$ cat config.mk
export PLATFORM = sky130hd
export DESIGN_NAME = mario_motion
export DESIGN_NICKNAME = d
export VERILOG_FILES = /design/src/rtl/mario_motion.sv
export SDC_FILE = /design/constraint.sdc
export NUM_CORES = 1
export LEC_CHECK = 0
export ABC_CLOCK_PERIOD_IN_PS = 3700
export CELL_PAD_IN_SITES_DETAIL_PLACEMENT = 2
export CELL_PAD_IN_SITES_GLOBAL_PLACEMENT = 2
export CORE_AREA = 2 2 118 120
export CTS_CLUSTER_DIAMETER = 40
export DETAILED_ROUTE_END_ITERATION = 16
export DIE_AREA = 0 0 120 122
export GPL_ROUTABILITY_DRIVEN = 1
export PLACE_DENSITY = 0.68
export SLEW_MARGIN = 20
export SYNTH_ARGS = -nofsm -noshare
export SYNTH_HDL_FRONTEND = slang
export SYNTH_SLANG_ARGS = --single-unit
$ cat constraint.sdc
create_clock -name clk -period 3.7 [get_ports clk]
set_input_delay 0.74 -clock clk [delete_from_list [all_inputs] [get_ports clk]]
set_output_delay 0.74 -clock clk [all_outputs]
set_load 0.1 [all_outputs]
$ cat src/rtl/mario_motion.sv
// ============================================================================
// Module   : mario_motion
// Purpose  : Per-frame walk/jump physics producing Mario's position and sprite.
// Revision : 1.0 - initial release
// ============================================================================
`default_nettype none

module mario_motion #(
    parameter int H_START     = 32,
    parameter int H_MAX       = 608,
    parameter int GROUND_V    = 416,
    parameter int STEP_H      = 2,
    parameter int JUMP_STEP   = 4,
    parameter int JUMP_FRAMES = 20,
    parameter int WALK_ANIM   = 8
) (
    input  logic       clk,
    input  logic       rst_n,
    input  logic       frame_tick,
    input  logic       btn_left,
    input  logic       btn_right,
    input  logic       btn_jump,
    output logic [9:0] curr_h,
    output logic [9:0] curr_v,
    output logic [1:0] sprite_selec,
    output logic       airborne
);

    localparam int              c_acnt_w      = $clog2(2 * WALK_ANIM + 1);
    localparam logic [10:0]     c_h_max       = 11'(H_MAX);
    localparam logic [10:0]     c_ground_v    = 11'(GROUND_V);
    localparam logic [10:0]     c_step_h      = 11'(STEP_H);
    localparam logic [10:0]     c_jump_step   = 11'(JUMP_STEP);
    localparam logic [9:0]      c_h_start     = 10'(H_START);
    localparam logic [9:0]      c_jump_frames = 10'(JUMP_FRAMES);
    localparam logic [c_acnt_w-1:0] c_walk_anim   = c_acnt_w'(WALK_ANIM);
    localparam logic [c_acnt_w-1:0] c_walk_period = c_acnt_w'(2 * WALK_ANIM);
    localparam logic [c_acnt_w-1:0] c_acnt_one    = c_acnt_w'(1);

    typedef enum logic [1:0] {
        ST_GROUND = 2'd0,
        ST_RISE   = 2'd1,
        ST_FALL   = 2'd2
    } state_t;

    state_t                r_state;
    state_t                w_state_next;
    logic [9:0]            r_h;
    logic [9:0]            r_v;
    logic [1:0]            r_sprite;
    logic [9:0]            r_jcnt;
    logic [c_acnt_w-1:0]   r_acnt;
    logic                  r_jump_pending;
    logic                  r_jump_d;

    logic                  w_jump_edge;
    logic                  w_jump_req;
    logic                  w_move_right;
    logic                  w_move_left;
    logic [10:0]           w_h_wide;
    logic [10:0]           w_h_sum;
    logic [10:0]           w_v_sum;
    logic [9:0]            w_h_next;
    logic [9:0]            w_v_next;
    logic [9:0]            w_jcnt_dec;
    logic [9:0]            w_jcnt_next;
    logic [c_acnt_w-1:0]   w_acnt_inc;
    logic [c_acnt_w-1:0]   w_acnt_next;
    logic [1:0]            w_sprite_next;

    // An edge coinciding with the tick is honoured on that same tick.
    assign w_jump_edge  = btn_jump & ~r_jump_d;
    assign w_jump_req   = r_jump_pending | w_jump_edge;
    assign w_move_right = btn_right & ~btn_left;
    assign w_move_left  = btn_left & ~btn_right;
    assign w_h_wide     = {1'b0, r_h};
    assign w_h_sum      = w_h_wide + c_step_h;
    assign w_v_sum      = {1'b0, r_v} + c_jump_step;
    assign w_jcnt_dec   = r_jcnt - 10'd1;
    assign w_acnt_inc   = (r_acnt >= c_walk_period) ? c_acnt_one : r_acnt + c_acnt_one;

    always_comb begin
        w_h_next = r_h;
        if (w_move_right) begin
            w_h_next = (w_h_sum > c_h_max) ? c_h_max[9:0] : w_h_sum[9:0];
        end else if (w_move_left) begin
            w_h_next = (w_h_wide < c_step_h) ? 10'd0 : (r_h - c_step_h[9:0]);
        end
    end

    always_comb begin
        w_state_next = r_state;
        w_v_next     = r_v;
        w_jcnt_next  = r_jcnt;
        case (r_state)
            ST_GROUND: begin
                if (w_jump_req) begin
                    w_state_next = ST_RISE;
                    w_jcnt_next  = c_jump_frames;
                end
            end
            ST_RISE: begin
                w_v_next    = r_v - c_jump_step[9:0];
                w_jcnt_next = w_jcnt_dec;
                if (w_jcnt_dec == 10'd0) begin
                    w_state_next = ST_FALL;
                end
            end
            ST_FALL: begin
                if (w_v_sum >= c_ground_v) begin
                    w_v_next     = c_ground_v[9:0];
                    w_state_next = ST_GROUND;
                end else begin
                    w_v_next = w_v_sum[9:0];
                end
            end
            default: begin
                w_state_next = ST_GROUND;
            end
        endcase
    end

    // Sprite follows the state the tick lands in, not the one it leaves.
    always_comb begin
        w_acnt_next   = r_acnt;
        w_sprite_next = 2'b00;
        if (w_state_next != ST_GROUND) begin
            w_sprite_next = 2'b10;
            if (r_state == ST_GROUND) begin
                w_acnt_next = '0;
            end
        end else if (w_move_right || w_move_left) begin
            w_acnt_next   = w_acnt_inc;
            w_sprite_next = (w_acnt_inc <= c_walk_anim) ? 2'b01 : 2'b00;
        end else begin
            w_acnt_next = '0;
        end
    end

    always_ff @(posedge clk or negedge rst_n) begin
        if (!rst_n) begin
            r_state <= ST_GROUND;
        end else if (frame_tick) begin
            r_state <= w_state_next;
        end
    end

    always_ff @(posedge clk or negedge rst_n) begin
        if (!rst_n) begin
            r_h            <= c_h_start;
            r_v            <= c_ground_v[9:0];
            r_sprite       <= 2'b00;
            r_jcnt         <= 10'd0;
            r_acnt         <= '0;
            r_jump_pending <= 1'b0;
            r_jump_d       <= 1'b0;
        end else begin
            r_jump_d <= btn_jump;
            if (frame_tick) begin
                r_h            <= w_h_next;
                r_v            <= w_v_next;
                r_sprite       <= w_sprite_next;
                r_jcnt         <= w_jcnt_next;
                r_acnt         <= w_acnt_next;
                r_jump_pending <= 1'b0;
            end else if (w_jump_edge) begin
                r_jump_pending <= 1'b1;
            end
        end
    end

    assign curr_h       = r_h;
    assign curr_v       = r_v;
    assign sprite_selec = r_sprite;
    assign airborne     = (r_state != ST_GROUND);

endmodule

`default_nettype wire

---- After elaboration in Yosys (flattened, before gate mapping) ----
Cells that the tools add are included.
operators by class
  mux-type cells .......................... 21
  equality and inequality tests ........... 4
  bitwise logic cells ..................... 7
  $add $sub $neg .......................... 6
  magnitude comparators ................... 5
  reduce and logical (&&, ||, !) cells .... 13
operator list
  operator                                                          number
  2-to-1 mux 10 bit                                                 6
  case mux 10 bit (2 select lines)                                  2
  2-to-1 mux 5 bit                                                  4
  nonzero test 2 bit                                                6
  adder 10 x 2 -> 11 bit (second input constant)                    1
  adder 10 x 3 -> 11 bit (second input constant)                    1
  >= comparator 11 x 9 -> 1 bit (second input constant)             1
  greater-than comparator 11 x 10 -> 1 bit (second input constant)  1
  logical NOT 10 bit                                                1
  < comparator 10 x 2 -> 1 bit (second input constant)              1
  subtractor 10 x 1 -> 10 bit (second input constant)               1
  subtractor 10 x 2 -> 10 bit (second input constant)               1
  subtractor 10 x 3 -> 10 bit (second input constant)               1
  2-to-1 mux 2 bit                                                  4
  case mux 2 bit (3 select lines)                                   1
  AND reduction 2 bit                                               3
  adder 5 x 1 -> 5 bit (second input constant)                      1
  >= comparator 5 bit (second input constant)                       1
  less-or-equal comparator 5 x 4 -> 1 bit (second input constant)   1
  2-to-1 mux 1 bit                                                  4
  bitwise AND 1 bit                                                 3
  NOT 1 bit                                                         3
  AND reduction 3 bit                                               1
  == test 2 x 1 -> 1 bit (second input constant)                    1
  6 further kinds                                                   6
storage, ports and cells
  output and inout port bits .............. 23
  register bits after elaboration ......... 41
  word-level logic and storage cells ...... 64

---- Longest topological paths before layout ----
Gate-level depths: netlist (run 1).
  depth after elaboration ................. 8
  mapped depth ............................ 9
  mapped depth without buffers ............ 9

---- Worst setup path before layout (run 1) ----
OpenSTA, ideal clock, no wires.
  path kind ............................... flip-flop to flip-flop
  start ................................... register r_v[3] (netlist: curr_v[3])
  end ..................................... register r_acnt[1]
  path buffers ............................ 0
  data required time ...................... 3.578 ns
  path slack .............................. 0.721 ns
  arrival time ............................ 2.858 ns
  cell stages (with the launch flop) ...... 9
  cell sequence ........................... dfrtp_1 -> ha_1 -> nand2_1 -> or3_1 -> a22oi_2 -> o21ai_0 -> a2bb2oi_4 -> o221ai_2 -> a32o_1
on the way
  word-level cells in the longest chain between the ends .. 7
  elaborated cells on any way between the ends .. 8
RTL lines
  element                                          RTL line  source
  from (decl)                                      49        logic [9:0] r_v;
  from (signal assigned)                           151       r_v <= c_ground_v[9:0];
  from (signal assigned)                           161       r_v <= w_v_next;
  adder 10 x 3 -> 11 bit *                         78        assign w_v_sum = {1'b0, r_v} + c_jump_step;
  >= comparator 11 x 9 -> 1 bit *                  110       if (w_v_sum >= c_ground_v) begin
  2-to-1 mux 2 bit *                               110
  case mux 2 bit (3 select lines) *                95        case (r_state)
  nonzero test 2 bit *                             127       if (w_state_next != ST_GROUND) begin
  inequality test 2 x 1 -> 1 bit (no source line)  --
  AND reduction 2 bit (no source line)             --
  to (signal assigned)                             164       r_acnt <= w_acnt_next;
  to (decl)                                        52        logic [c_acnt_w-1:0] r_acnt;
Every way passes the cells marked *; elsewhere a longest branch is shown, timed or not.
A chain may end at the register's enable or synchronous reset.

---- Worst setup path in the final report (run 1) ----
  start ................................... register r_h[9] (netlist: curr_h[9])
  end ..................................... output curr_h[9]
RTL lines
  element                 RTL line  source
  from (decl)             48        logic [9:0] r_h;
  from (signal assigned)  150       r_h <= c_h_start;
  from (signal assigned)  160       r_h <= w_h_next;
  to (decl)               23        output logic [9:0] curr_h,
No word-level cell between the ends.

==> results of run 1 <==
## per-layer routing
layer  part of all wire, %  wire, microns  global-route usage [%]  up-vias
met5                     0              0                       0        -
met2                    51           4780                   24.08       27
li1                      -              -                       -     1378
met3                   1.5            139                   1.966        9
met4                   1.2            110                   3.750        0
met1                    47           4378                   16.91     1505
## how the worst min path moves through the flow
stage	slack (ns)	end	cells after the start	start
floorplan	0.44	curr_h[1]	0	rst_n
global placement	0.51	r_jump_pending	1	r_jump_pending
detailed placement	0.52	r_jcnt[9]	1	r_jcnt[9]
CTS	0.52	r_jcnt[9]	1	r_jcnt[9]
global route	0.54	r_jcnt[9]	1	r_jcnt[9]
finish	0.52	r_jcnt[9]	1	r_jcnt[9]
## state kept, by name, indices dropped and copies added (netlist names)
| signal | cells |
|---|---|
| curr_v | 8 |
| r_jump_pending | 1 |
| r_jump_d | 1 |
| r_acnt | 5 |
| r_state | 2 |
| sprite_selec | 2 |
| r_jcnt | 10 |
| curr_h | 9 |
## area by class of cell
cell class | instances | area [sq um] | area share [%]
clock buffer | 7 | 142.6 | 4.067
timing repair buffer | 27 | 240.2 | 6.850
tap | 180 | 225.2 | 6.422
sequential | 38 | 955.9 | 27.26
multi-input combinational | 288 | 1852 | 52.80
inverter | 23 | 86.33 | 2.462
clock inverter | 1 | 5.005 | 0.1427
## cells in the final DEF, fill, tap and decap left out, types with 6 or more instances in the layout
| cell type | n |
|---|---|
| inv_1 | 23 |
| nor2b_1 | 6 |
| a21oi_1 | 23 |
| o31ai_1 | 7 |
| nand3_1 | 15 |
| ha_1 | 13 |
| a31oi_1 | 7 |
| nor3_1 | 14 |
| dfrtp_1 | 34 |
| o21ai_0 | 36 |
| nand4_1 | 7 |
| clkdlybuf4s50_1 | 16 |
| buf_4 | 10 |
| nand2_1 | 23 |
| nor2_1 | 40 |
## synthesized netlist by cell type, drive strengths merged (4+ instances only)
library cell / count / share of area [%]
xnor2: 4 / 1.2
a21oi: 23 / 3.8
dfstp: 4 / 3.5
o21ai: 39 / 6.7
nor3: 15 / 2.8
nor4: 5 / 1.0
nand3: 15 / 2.5
nand4: 7 / 1.4
clkbuf: 13 / 2.3
o31ai: 8 / 2.1
nor2: 40 / 4.9
inv: 23 / 2.8
dfrtp: 34 / 28
a32o: 4 / 1.3
buf: 13 / 2.6
a211oi: 4 / 1.4
nor2b: 6 / 1.2
or3: 4 / 0.82
nand2b: 4 / 0.82
a31oi: 7 / 1.4
and2: 7 / 1.6
ha: 13 / 5.4
nand2: 23 / 2.8
## report_power, final
group          switching [mW]  total [mW]  leakage, nW  internal, mW
logic                    1.24        1.76        0.772         0.521
registers               0.270       0.820        0.467         0.550
clock network           0.172       0.440       0.0739         0.267
total                    1.68        3.02         1.31          1.34
## kinds of logic (layout without fill, tap and decap cells)
kind of cell / count (synthesis) / count (layout) / share of synthesized area [%]
other: 1 / 3 / 0.1235
muxes: 4 / 4 / 1.401
and+or+nand+nor: 143 / 143 / 24.77
AOI/OAI and AO/OA: 121 / 121 / 27.95
DFF: 38 / 38 / 31.49
adders and majority gates: 13 / 13 / 5.359
buffers and inverters: 49 / 58 / 7.750
xor gates and xnor gates: 4 / 4 / 1.154
## through the flow
step | worst slack [ns] | utilization [%]
6_report | 0.9386 | 25.97
5_1_grt | 0.7590 | 25.97
4_1_cts | 0.9118 | 25.97
3_5_place_dp | 0.8722 | 24.88
3_3_place_gp | 0.9198 | 24.88
2_1_floorplan | 0.7208 | -
==> run summary, run 1 <==
register area share after synthesis: 31.49%
fraction of layout cells with a size suffix above 1: 10.68%
Worst Hold Slack: 0.5194 ns
Synth Flop Type: dfrtp_1
FF-to-FF End: r_acnt[0]
Core Box Area: 0.01350 sq mm
worst r2r path cells: 9
Final setup viols: 0
leakage: 1.312 nW
vias in the first global route: 3106
post-CTS sizing: 0
synthesized cell area: 0.003035 sq mm
FFs w/ async S/R, synth: 100.0%
Post-Syn Instances: 373
Die ar.: 0.01464 sq mm
global route total overflow: 0
Die X: 120 microns
post-route design area: 0.003507 sq mm
delay-heaviest family, CP: buffers and inverters
io pins: 29
deepest clock path buffer count: 2
Least-Margin Pin Slew: 0.9801 ns
Post-synth EDFFs: 0
filler cell count: 1539
R2R Setup Slk: 0.96 ns
post-route minimum period: 2.761 ns
CP bufs+invs: 1
Crit. End Element: primary output
crit-path cells: clkdlybuf4s50_1
postcts setup bufs: 0
TritonCTS buffer count: 5
Critical Path AT: 2.02 ns
count of port buffers added during placement: 25
CP Capture Point: curr_h[9]
row cnt: 43
maximum VDD drop: 0.2640 mV
DRC: 0
R2R Path Start: r_jcnt[1]
first-pass GRT wire length: 16060 microns
CTS H-Tree Depth: 2
max-cap viol count: 0
Slew headroom: 34.45%
CP Data Required Time: 2.96 ns
dpl cells: 556
DR vias: 2919
vias per cell: 5.176
Cell Pwr Density: 862.0 mW/mm^2
hold crit path type: flip-flop to flip-flop
ANT nets after route: 0
Worst-Skew Late Latency: 0.28 ns
Clk pin slew, worst setup/hold paths: 0.06 ns
chip height: 122 microns
endpoints failing hold: 0
CP Launch Type: flip-flop
FMAX: 362.1 MHz
Crit. path cell count: 1
CP max-delay cell: clkdlybuf4s50_1
DP Area: 0.003359 sq mm
Layout area overhead: 15.54%
crit-path max FO: 10
final net count: 402
1st-pass router iterations: 4
Ant. Diodes: 0
Cell Count, Final, Fillers Out: 564
antenna violations before repair: 0
Final GP Congestion: 0.7486
Clock Skew: 0.003090 ns
CP startpoint: curr_h[9]
Initial DRC Count: 162
CTS tree: done
CTS root buf: clkbuf_16
CP max stage delay: 1.20 ns
RSZ-0062 raised after global routing: false
Avg WL per Cell: 16.68 microns
DRT Wirelength: 9408 microns
Sum Neg Setup Slack: 0 ns
status: finished, final reports clean
Initial Util: 22.48%
crit path kind: flip-flop to primary output
hold buffer count at cts: 0
Tcrit/Tclk final: 74.63%
largest net degree at the start of global routing: 39
Sink Count: 38
Pins Over Slew Limit: 0
synthesized area per cell: 8.138 sq um
synth unique cells: 72
total track usage: 13.49%
synthesized flop and latch total: 38
DP HPWL: 6836 microns
total chip power: 3.023 mW
yosys warns: 0
No activity file was read; power rests on OpenSTA's default activity.
==> inputs of run 2 (changes only) <==
Settings changed: ABC_CLOCK_PERIOD_IN_PS 3700 to 2200, PLACE_DENSITY 0.68 to 0.7.
Clock period 3.7 ns to 2.2 ns, I/O delays scaled along.
==> run summary, run 2 (same netlist as run 1, synthesis figures left out) <==
chip height: 122 microns (unchanged)
CTS tree: done (unchanged)
max-cap viol count: 0 (unchanged)
ANT nets after route: 0 (unchanged)
vias per cell: 5.038 (was 5.176)
Top reg by flops: r_jcnt (unchanged)
Cell Pwr Density: 1420 mW/mm^2 (was 862.0 mW/mm^2)
Die X: 120 microns (unchanged)
DR vias: 3305 (was 2919)
status: finished with violations (was finished, final reports clean)
post-route design area: 0.004693 sq mm (was 0.003507 sq mm)
Final GP Congestion: 0.8169 (was 0.7486)
DRC: 0 (unchanged)
largest net degree at the start of global routing: 25 (was 39)
crit path kind: flip-flop to flip-flop (was flip-flop to primary output)
post-route minimum period: 2.319 ns
Layout area overhead: 54.62% (was 15.54%)
CTS H-Tree Depth: 2 (unchanged)
R2R Path Start: r_jcnt[0] (was r_jcnt[1])
total track usage: 16.80% (was 13.49%)
crit-path cells: inv_2 > ha_4 > nor4b_4 > buf_4 > a21oi_1 > o31ai_1 > buf_4 > a211oi_4 > a2bb2oi_4 > o221ai_4 > a32o_1 (was clkdlybuf4s50_1)
Ant. Diodes: 0 (unchanged)
Initial Util: 22.48% (unchanged)
total chip power: 6.663 mW (was 3.023 mW)
io pins: 29 (unchanged)
vias in the first global route: 3685 (was 3106)
Avg WL per Cell: 19.02 microns (was 16.68 microns)
Die ar.: 0.01464 sq mm (unchanged)
final net count: 494 (was 402)
final core utilization: 34.75% (was 25.97%)
Crit. End Element: flip-flop (was primary output)
filler cell count: 1506 (was 1539)
Worst-Skew Late Latency: 0.29 ns (was 0.28 ns)
CP max-delay cell: dfrtp_1 (was clkdlybuf4s50_1)
CP Data Required Time: 2.39 ns (was 2.96 ns)
TritonCTS buffer count: 5 (unchanged)
Pins Over Slew Limit: 0 (unchanged)
Least-Margin Pin Slew: 0.5783 ns (was 0.9801 ns)
most common cell after layout, fill and taps aside: buf_4 (was nor2_1)
most used cell, CP: buf_4
most frequent cells in the layout: buf_4 (98), nor2_1 (36), o21ai_0 (24), a21oi_1 (22), dfrtp_1 (22) (was nor2_1 (40), o21ai_0 (36), dfrtp_1 (34))
CP max stage delay: 0.39 ns (was 1.20 ns)
Slew headroom: 61.15% (was 34.45%)
count of port buffers added during placement: 25 (unchanged)
Clk pin slew, worst setup/hold paths: 0.07 ns (was 0.06 ns)
leakage: 1.875 nW (was 1.312 nW)
Initial DRC Count: 168 (was 162)
R2R Setup Slk: -0.12 ns (was 0.96 ns)
worst r2r path cells: 11 (was 9)
Setup WS post-layout: -0.1187 ns (was 0.9386 ns)
DRT Wirelength: 12470 microns (was 9408 microns)
fraction of layout cells with a size suffix above 1: 44.54% (was 10.68%)
Seq pwr share: 19.9% (was 27.1%)
1st-pass router iterations: 4 (unchanged)
Final setup viols: 13 (was 0)
CP Launch Type: flip-flop (unchanged)
Tcrit/Tclk final: 105.4%
Logic pwr share: 68.5% (was 58.3%)
Pint: 3.201 mW (was 1.338 mW)
first-pass GRT wire length: 19570 microns (was 16060 microns)
maximum VDD drop: 0.5999 mV (was 0.2640 mV)
net switching power: 3.462 mW (was 1.685 mW)
DP HPWL: 8615 microns (was 6836 microns)
global route total overflow: 0 (unchanged)
Core Box Area: 0.01350 sq mm (unchanged)
crit-path max FO: 5 (was 10)
Critical Path AT: 2.50 ns (was 2.02 ns)
endpoints failing hold: 0 (unchanged)
row cnt: 43 (unchanged)
FMAX: 431.3 MHz
Clock Skew: 0.009121 ns (was 0.003090 ns)
deepest clock path buffer count: 2 (unchanged)
RSZ-0062 raised after global routing: true (was false)
post-place setup slack: -0.2012 ns (was 0.8722 ns)
switch share: 51.96% (was 55.73%)
DP Area: 0.004070 sq mm (was 0.003359 sq mm)
max FFs per register: 10 (unchanged)
CTS root buf: clkbuf_16 (unchanged)
antenna violations before repair: 0 (unchanged)
hold crit path type: input pin to async pin (was flip-flop to flip-flop)
Sink Count: 38 (unchanged)
violated checks: setup timing
FF-to-FF End: r_acnt[0] (unchanged)
clock share of power: 11.6% (was 14.5%)
-- run 2: cell types whose count changed in the layout (fill, tap and decap cells not counted), moves of 6 or more --
cell | before | now
clkdlybuf4s50_1 | 16 | 4
o21ai_1 | 1 | 7
buf_6 | 0 | 11
buf_4 | 10 | 98
dfrtp_4 | 0 | 7
o21ai_0 | 36 | 24
inv_1 | 23 | 17
dfrtp_1 | 34 | 22
-- run 2: through the flow --
stage                     cells  hold slack, ns  setup TNS (ns)
after floorplan             375          0.1444          -3.723
after global routing        656          0.1001          -2.083
after detailed placement    630          0.4024          -2.149
final                       656         0.07129         -0.9742
after CTS                   649         0.09620         -0.6561
after global placement      630          0.4045         -0.8289
-- run 2: critical path, delay by kind of cell, from the launching register on --
family	cells	cell delay [ns]
AOI/OAI and AO/OA	6	1.17
adders and majority gates	1	0.16
buffers and inverters	3	0.37
and+or+nand+nor	1	0.13
DFF	1	0.39
-- run 2: layer usage --
layer / GRT usage [%] / up-vias / part of all wire (%)
met5: 0 / - / 0
met4: 4.118 / 0 / 2.3
met3: 2.200 / 19 / 2.5
met2: 33.10 / 49 / 54
met1: 18.93 / 1675 / 41
li1: - / 1562 / -
-- run 2: cell type report --
type | count | area [sq um] | share of cell area (%)
inverter | 23 | 90.09 | 1.919
sequential | 38 | 999.7 | 21.30
tap | 180 | 225.2 | 4.799
clock inverter | 1 | 5.005 | 0.1066
multi-input combinational | 288 | 2226 | 47.43
timing repair buffer | 119 | 1005 | 21.41
clock buffer | 7 | 142.6 | 3.039
-- run 2: how the worst max path moves through the flow --
stage	startpoint	endpoint	slack, ns	depth (start not counted)
detailed placement	curr_v[2]	r_acnt[0]	-0.20	7
floorplan	curr_v[5]	r_acnt[1]	-0.32	8
global placement	curr_v[2]	r_acnt[1]	-0.12	7
finish	r_jcnt[0]	r_acnt[0]	-0.12	11
global route	r_jcnt[1]	r_acnt[0]	-0.20	11
CTS	curr_v[5]	r_acnt[1]	-0.1	7
-- run 2: power groups by stage --
stage	clock, mW	sequential, mW	combinational [mW]
3_5_place_dp	0	1.29	3.94
3_3_place_gp	0	1.26	3.82
5_1_grt	0.813	1.36	4.88
6_report	0.775	1.33	4.56
4_1_cts	0.791	1.31	4.26
2_1_floorplan	0	2.12	1.76
-- run 2: what timing repair did --
item                                    CTS  global route
endpoints found under the setup margin   16            23
resized for setup                        42            34
endpoints found under the hold margin     0             0
pin swaps                                24            21
buffers inserted                         11             7
hold buffers                              0             0
==> inputs of run 3 (changes only) <==
Settings changed: PLACE_DENSITY 0.7 to default, PLACE_DENSITY_LB_ADDON from default to 0.1, TNS_END_PERCENT from default to 20.
==> run summary, run 3 (same netlist as run 1, synthesis figures left out) <==
chip height: 122 microns (unchanged)
Cell Pwr Density: 1399 mW/mm^2 (was 1420 mW/mm^2)
total chip power: 6.182 mW (was 6.663 mW)
post-route minimum period: 2.337 ns (was 2.319 ns)
CP max-delay cell: dfrtp_1 (unchanged)
crit-path max FO: 4 (was 5)
crit-path cells: inv_2 > ha_4 > nor4b_4 > nand3_1 > o31a_1 > a211oi_4 > buf_6 > o21ai_2 > and2_4 > a32o_1 (was inv_2 > ha_4 > nor4b_4 > buf_4 > a21oi_1 > o31ai_1 > buf_4 > a211oi_4 > a2bb2oi_4 > o221ai_4 > a32o_1)
maximum VDD drop: 0.7833 mV (was 0.5999 mV)
status: finished with violations (unchanged)
global route total overflow: 0 (unchanged)
most frequent cells in the layout: buf_4 (89), nor2_1 (38), o21ai_0 (30), a21oi_1 (23) (was buf_4 (98), nor2_1 (36), o21ai_0 (24), a21oi_1 (22), dfrtp_1 (22))
CTS H-Tree Depth: 2 (unchanged)
DRC: 0 (unchanged)
Top reg by flops: r_jcnt (unchanged)
DP HPWL: 8531 microns (was 8615 microns)
Clk pin slew, worst setup/hold paths: 0.06 ns (was 0.07 ns)
row cnt: 43 (unchanged)
Clock Skew: 0.004129 ns (was 0.009121 ns)
vias per cell: 4.900 (was 5.038)
total track usage: 15.72% (was 16.80%)
Initial DRC Count: 118 (was 168)
Avg WL per Cell: 17.14 microns (was 19.02 microns)
fraction of layout cells with a size suffix above 1: 37.96% (was 44.54%)
vias in the first global route: 3506 (was 3685)
hold buffer count at cts: 0 (unchanged)
Core Box Area: 0.01350 sq mm (unchanged)
crit path kind: flip-flop to flip-flop (unchanged)
Least-Margin Pin Slew: 0.6176 ns (was 0.5783 ns)
deepest clock path buffer count: 2 (unchanged)
Tcrit/Tclk final: 106.2% (was 105.4%)
1st-pass router iterations: 6 (was 4)
max FFs per register: 10 (unchanged)
Worst Hold Slack: 0.1150 ns (was 0.07129 ns)
DRT Wirelength: 10990 microns (was 12470 microns)
Sink Count: 38 (unchanged)
final net count: 479 (was 494)
Final setup viols: 11 (was 13)
CTS tree: done (unchanged)
antenna violations before repair: 0 (unchanged)
endpoints failing hold: 0 (unchanged)
Crit. End Element: flip-flop (unchanged)
Die X: 120 microns (unchanged)
leakage: 1.758 nW (was 1.875 nW)
Layout area overhead: 45.59% (was 54.62%)
ANT nets after route: 0 (unchanged)
first-pass GRT wire length: 18200 microns (was 19570 microns)
Ant. Diodes: 0 (unchanged)
Pins Over Slew Limit: 0 (unchanged)
CP Data Required Time: 2.38 ns (was 2.39 ns)
CP Launch Type: flip-flop (unchanged)
Top Layer Used: met4 (unchanged)
Initial Util: 22.48% (unchanged)
FMAX: 427.9 MHz (was 431.3 MHz)
Worst-Skew Late Latency: 0.29 ns (about the same)
hold crit path type: input pin to async pin (unchanged)
Post-Route M1 WL: 5279 microns (was 5074 microns)
DR WL met3: 228 microns (was 318 microns)
most common cell after layout, fill and taps aside: buf_4 (unchanged)
Final GP Congestion: 0.7811 (was 0.8169)
Die ar.: 0.01464 sq mm (unchanged)
RSZ-0062 raised after global routing: true (unchanged)
DR vias: 3141 (was 3305)
count of port buffers added during placement: 25 (unchanged)
violated checks: setup timing (unchanged)
Critical Path AT: 2.52 ns (was 2.50 ns)
met2 WL post-DR: 5386 microns (was 6791 microns)
Sum Neg Setup Slack: -0.7988 ns (was -0.9742 ns)
TritonCTS buffer count: 5 (unchanged)
Slew headroom: 58.51% (was 61.15%)
post-place setup slack: -0.2586 ns (was -0.2012 ns)
CP max stage delay: 0.40 ns (was 0.39 ns)
max-cap viol count: 0 (unchanged)
CTS root buf: clkbuf_16 (unchanged)
Setup WS post-layout: -0.1369 ns (was -0.1187 ns)
final core utilization: 32.72% (was 34.75%)
largest net degree at the start of global routing: 22 (was 25)
io pins: 29 (unchanged)
-- run 3: cell count changes in the layout (fill, tap and decap cells not counted), sizes merged --
cell      delta
buf         -15
clkbuf       -1
clkinvlp     +1
-- run 3: worst paths after layout --
check	start	endpoint	slack, ns	cells after the start
hold reg to reg	sprite_selec[0]	sprite_selec[0]	0.51	1
setup reg to reg	r_jcnt[1]	r_acnt[1]	-0.14	10
setup / recovery	r_jcnt[1]	r_acnt[1]	-0.14	10
max in group asynchronous	rst_n	curr_v[8]	1.50	2
hold / removal	rst_n	r_jump_d	0.11	1
min in group clk	sprite_selec[0]	sprite_selec[0]	0.51	1
-- run 3: final cells by class --
class,instances,area [sq um]
sequential,38,999.7
clock buffer,6,138.9
inverter,23,90.09
timing repair buffer,104,887.1
clock inverter,2,12.51
fill,1527,9085
multi-input combinational,288,2066
tap,180,225.2
-- run 3: through the flow --
stage,std cells,cell area [sq um]
2_1_floorplan,375,3187
5_1_grt,641,4419
4_1_cts,641,4367
3_5_place_dp,628,4074
6_report,641,4419
3_3_place_gp,628,4074
-- run 3: worst max-delay path, delay by kind of cell, from the launching register on --
family,cells,cell delay [ns]
compound gates,4,0.93
simple gates,3,0.52
flops,1,0.40
buf+inv,2,0.24
fa+ha+maj,1,0.12
-- run 3: power by group --
part	leakage [nW]	internal, mW	switching [mW]
Clock	0.0729	0.450	0.326
Sequential	0.457	0.974	0.301
Combinational	1.23	1.56	2.57
Total	1.76	2.99	3.19
-- run 3: timing repair --
| action | 4_1_cts | 5_1_grt |
|---|---|---|
| pin swaps | 12 | 6 |
| setup buffers | 5 | 0 |
| gates resized for setup | 27 | 10 |
| setup endpoints to repair | 18 | 18 |
-- run 3: layer usage --
metal	track usage, %	vias to the layer above
li1	-	1534
met2	27.70	30
met3	2.200	7
met1	20.46	1570
met4	3.309	0
met5	0	-
